<file path="config.mk">
export PLATFORM = sky130hd
export DESIGN_NAME = contador_sync
export DESIGN_NICKNAME = d
export VERILOG_FILES = /design/src/rtl/contador_sync.sv
export SDC_FILE = /design/constraint.sdc
export NUM_CORES = 1
export LEC_CHECK = 0
export ABC_AREA = 1
export CAP_MARGIN = 20
export CORE_AREA = 5 5 42 44
export CTS_BUF_LIST = sky130_fd_sc_hd__clkbuf_2 sky130_fd_sc_hd__clkbuf_4 sky130_fd_sc_hd__clkbuf_8
export DETAILED_ROUTE_END_ITERATION = 16
export DIE_AREA = 0 0 47 49
export MAX_ROUTING_LAYER = met4
export SLEW_MARGIN = 20
export SYNTH_ARGS = -nofsm -noshare
export SYNTH_HDL_FRONTEND = slang
export SYNTH_SLANG_ARGS = --single-unit
</file>
<file path="constraint.sdc">
create_clock -name clk -period 2.4 [get_ports clk]
set_input_delay 0.36 -clock clk [delete_from_list [all_inputs] [get_ports clk]]
set_output_delay 0.36 -clock clk [all_outputs]
set_load 0.005 [all_outputs]
</file>
<file path="src/rtl/contador_sync.sv">
// Free-running up-counter with a runtime terminal value; fim flags the terminal count.
// Define CONTADOR_SYNC_SATURATE_EN to make the counter hold at the terminal value instead of wrapping.
module contador_sync #(
    parameter int WIDTH = 5
) (
    input  logic             clk,
    input  logic             reset,
    input  logic [WIDTH-1:0] valor_maximo,
    output logic [WIDTH-1:0] contagem,
    output logic             fim
);

    logic [WIDTH-1:0] r_contagem;
    logic [WIDTH-1:0] w_proximo;
    logic             w_fim;

    // A terminal value lowered below the count is treated as terminal too,
    // so the increment below can never carry out of WIDTH bits.
    assign w_fim = (r_contagem >= valor_maximo);

    always_comb begin
        w_proximo = r_contagem + WIDTH'(1);
        if (w_fim) begin
`ifdef CONTADOR_SYNC_SATURATE_EN
            w_proximo = r_contagem;
`else
            w_proximo = '0;
`endif
        end
    end

    always_ff @(posedge clk or posedge reset) begin
        if (reset) begin
            r_contagem <= '0;
        end else begin
            r_contagem <= w_proximo;
        end
    end

    assign contagem = r_contagem;
    assign fim      = w_fim;

endmodule

</file>
==> impl_metrics.toml <==
[run_status]
run_status = "finished, final reports clean"

[critical_path]
worstReg2RegStart = "contagem[2]"
path_depth = 8
worst_ep_required_time_ns = 2.04
crit_fanout = 2
r2r_setup_slk_ns = 1.09
cp_slowest_stage_delay_ns = 0.51
cp_cell_sequence = "clkdlybuf4s50_1 -> inv_1 -> ha_1 -> nand2_1 -> nor2_1 -> nand2_1 -> nand3_2 -> clkdlybuf4s50_1"
capturing_point_of_the_worst_reg2reg_path = "contagem[1]"
crit_path_end = "fim"
cp-startpoint = "valor_maximo[4]"
timing_worst_setup_path_type = "in -> out"
logic_depth_of_the_worst_register_to_register_path = 7
critical_path_arrival_ns = 1.93
critical_path.slowest_cell = "clkdlybuf4s50_1"
timing.critical_path.buf_inv = 3
end_kind = "primary output"
worst_path_dominant_cell_family = "buffers and inverters"
timing.critical_path.from_type = "input port"

[floorplanning]
std_cell_rows = 14
die_y_extent_um = 49
design.die.area_um2 = 2300
number_of_i_o_pins = 13
die_w_um = 47
coreArea_um2 = 1400
floorplan.initialDensity = 0.243

[finish]
seqCellArea_um2 = 125
post_route_cells_drive_above_1_share = 0.121
multi_input_area_um2 = 178
layout.cells.non_filler = 74
flip_flop_count_of_the_largest_register_all_copies_and_words_added = 5
final_net_count = 72
finish.utilization = 0.370
post-route-cell-area_um2 = 518
area_delta_synth_final_pct = 52.2
num_antenna_cells = 0
n_fill_cell = 162

[job]
max_capacitance_violation_total = 0

[global_routing]
grt_overflow_total = 0
maximum_number_of_pins_on_one_net_before_global_route_repair = 6
gr-usage-all-layers = 0.0696
antenna_found_initial = 0
first_global_vias = 273
grt_first_pass_wirelength_um = 1100

[sta]
setup-violations-final = 0
clock_skew_ns = 0.00331
finalWorstPathRequiredPeriod_ns = 2.29
hold_violations = 0
period_share = 0.954
hold-worst-slack_ns = 0.313
setup_total_negative_slack_ns = 0
grt_setup_unrepaired = "false"
achievable-frequency_mhz = 437
number_of_pins_with_negative_max_slew_slack_in_the_final_report = 0
tightest_slew_ns = 0.196
slew-limit-headroom = 0.869

[clock_tree]
h-tree-depth = 1
cells_resized_by_post_cts_repair = 0
cts.path.max_buffers = 2
cts_inserted_buffers = 3
worst_setup_hold_path_clk_slew_ns = 0.04
tritoncts = "built"
cts.repair_timing.setup_buffer_count = 0
cts_hold_buffers = 0
clkLatencyLatePin_ns = 0.24
cts-root-buf = "clkbuf_4"
clock-sinks = 5

[place]
dp_cells = 70
placement.cell_area_um2 = 488
hpwl_um = 549
globalplace.congestion = 0.720
io_buffer_count = 12

[logic_synthesis]
synth_sequential_area_ratio = 0.368
ys_async_sr_fraction = 1.00
yosysWarningCount = 0
postSynthRegisterBits = 5
netlist_area_um2 = 340
synth_most_common_cell = "inv_1"
postSynthNetCount = 54
synth_largest_type_area_fraction = 0.368
post_synth_inst_count = 41
yosys_most_used_dff = "dfrtp_1"
synth.area.top_cells = "dfrtp_1 (37%), ha_1 (22%), inv_1 (11%)"
synth_cell_types = 11
synth-edff-count = 0
yosysTopAreaCell = "dfrtp_1"
synth_area_per_cell_um2 = 8.30
cell_types_with_the_highest_counts_after_synthesis = "inv_1 (10), ha_1 (6), nand2_1 (6), nor2_1 (6), dfrtp_1 (5)"

[hold_path]
hold_path_class = "in -> async"

[detailed_routing]
dr_wl_cell_um = 8.95
post-route-drc-count = 0
detail_route.vias_per_cell = 3.84
route.vias.total = 284
drt_total_wl_um = 662
drt_pass1_iterations = 1
initialDrtViolationCount = 0
antenna_left = 0

[pwr]
irDropWorstVdd_v = 0.000550
powerDensity_nw_per_um2 = 1150
leakagePower_nw = 0.281
worst reg2reg max path, stage by stage, from the launching register on:
cell	delay (ns)
dfrtp_1	0.43
ha_1	0.32
nand2_1	0.06
nand2_1	0.06
nand2_2	0.06
nand3_2	0.08
buf_4	0.16
nor2_1	0.08
through the flow:
step           power, W  worst slack [ns]
2_1_floorplan  0.000332              1.05
3_3_place_gp   0.000490            0.0918
3_5_place_dp   0.000496             0.106
4_1_cts        0.000613            0.0915
5_1_grt        0.000656            0.0360
6_report       0.000594             0.111
layout by cell type, fill, tap and decap left out:
| cell type | n |
|---|---|
| nand2_1 | 6 |
| nand3_1 | 2 |
| xnor2_1 | 1 |
| nor2_1 | 6 |
| nand3_2 | 1 |
| dfrtp_1 | 5 |
| clkbuf_4 | 4 |
| xor2_1 | 2 |
| a21oi_1 | 1 |
| nand2_2 | 1 |
| clkdlybuf4s50_1 | 12 |
| buf_4 | 1 |
| ha_1 | 6 |
| inv_1 | 10 |
layout make-up:
cell class	instances	area share
flip-flops and latches	5	0.242
multi-input cells	26	0.343
inverters	10	0.0725
clock buffers	4	0.0580
well taps	16	0.0386
repair buffers	13	0.246
how the worst min path moves through the flow:
| stage | start | endpoint | slack, ns | cells after the start |
|---|---|---|---|---|
| after floorplan | reset | contagem[0] | 0.14 | 1 |
| after global placement | contagem[0] | contagem[0] | 0.49 | 1 |
| after detailed placement | contagem[0] | contagem[0] | 0.50 | 1 |
| after CTS | reset | contagem[2] | 0.32 | 2 |
| after global routing | reset | contagem[1] | 0.33 | 2 |
| final | reset | contagem[2] | 0.31 | 2 |
kinds of logic after synthesis:
logic type,Yosys count,share of synthesized area
AND/OR/NAND/NOR,16,0.210
buffers and inverters,10,0.110
adder cells (fa/ha/maj),6,0.221
flip-flops,5,0.368
XOR/XNOR,3,0.0772
AO/OA/AOI/OAI,1,0.0147
power breakdown:
part	switching, W	leakage [nW]	internal, W
clock	0.0000331	0.0184	0.0000740
sequential	0.0000477	0.0636	0.000126
combinational	0.000130	0.199	0.000184
layer usage:
layer | wire, um | share of wire | track usage | up-vias
li1 | - | - | - | 157
met4 | 0 | 0 | 0 | 0
met3 | 57 | 0.086 | 0.0554 | 0
met1 | 311 | 0.47 | 0.0844 | 115
met2 | 293 | 0.44 | 0.0973 | 12
met5 | 0 | 0 | - | -
Note: power is estimated with default switching activity, not from simulation.
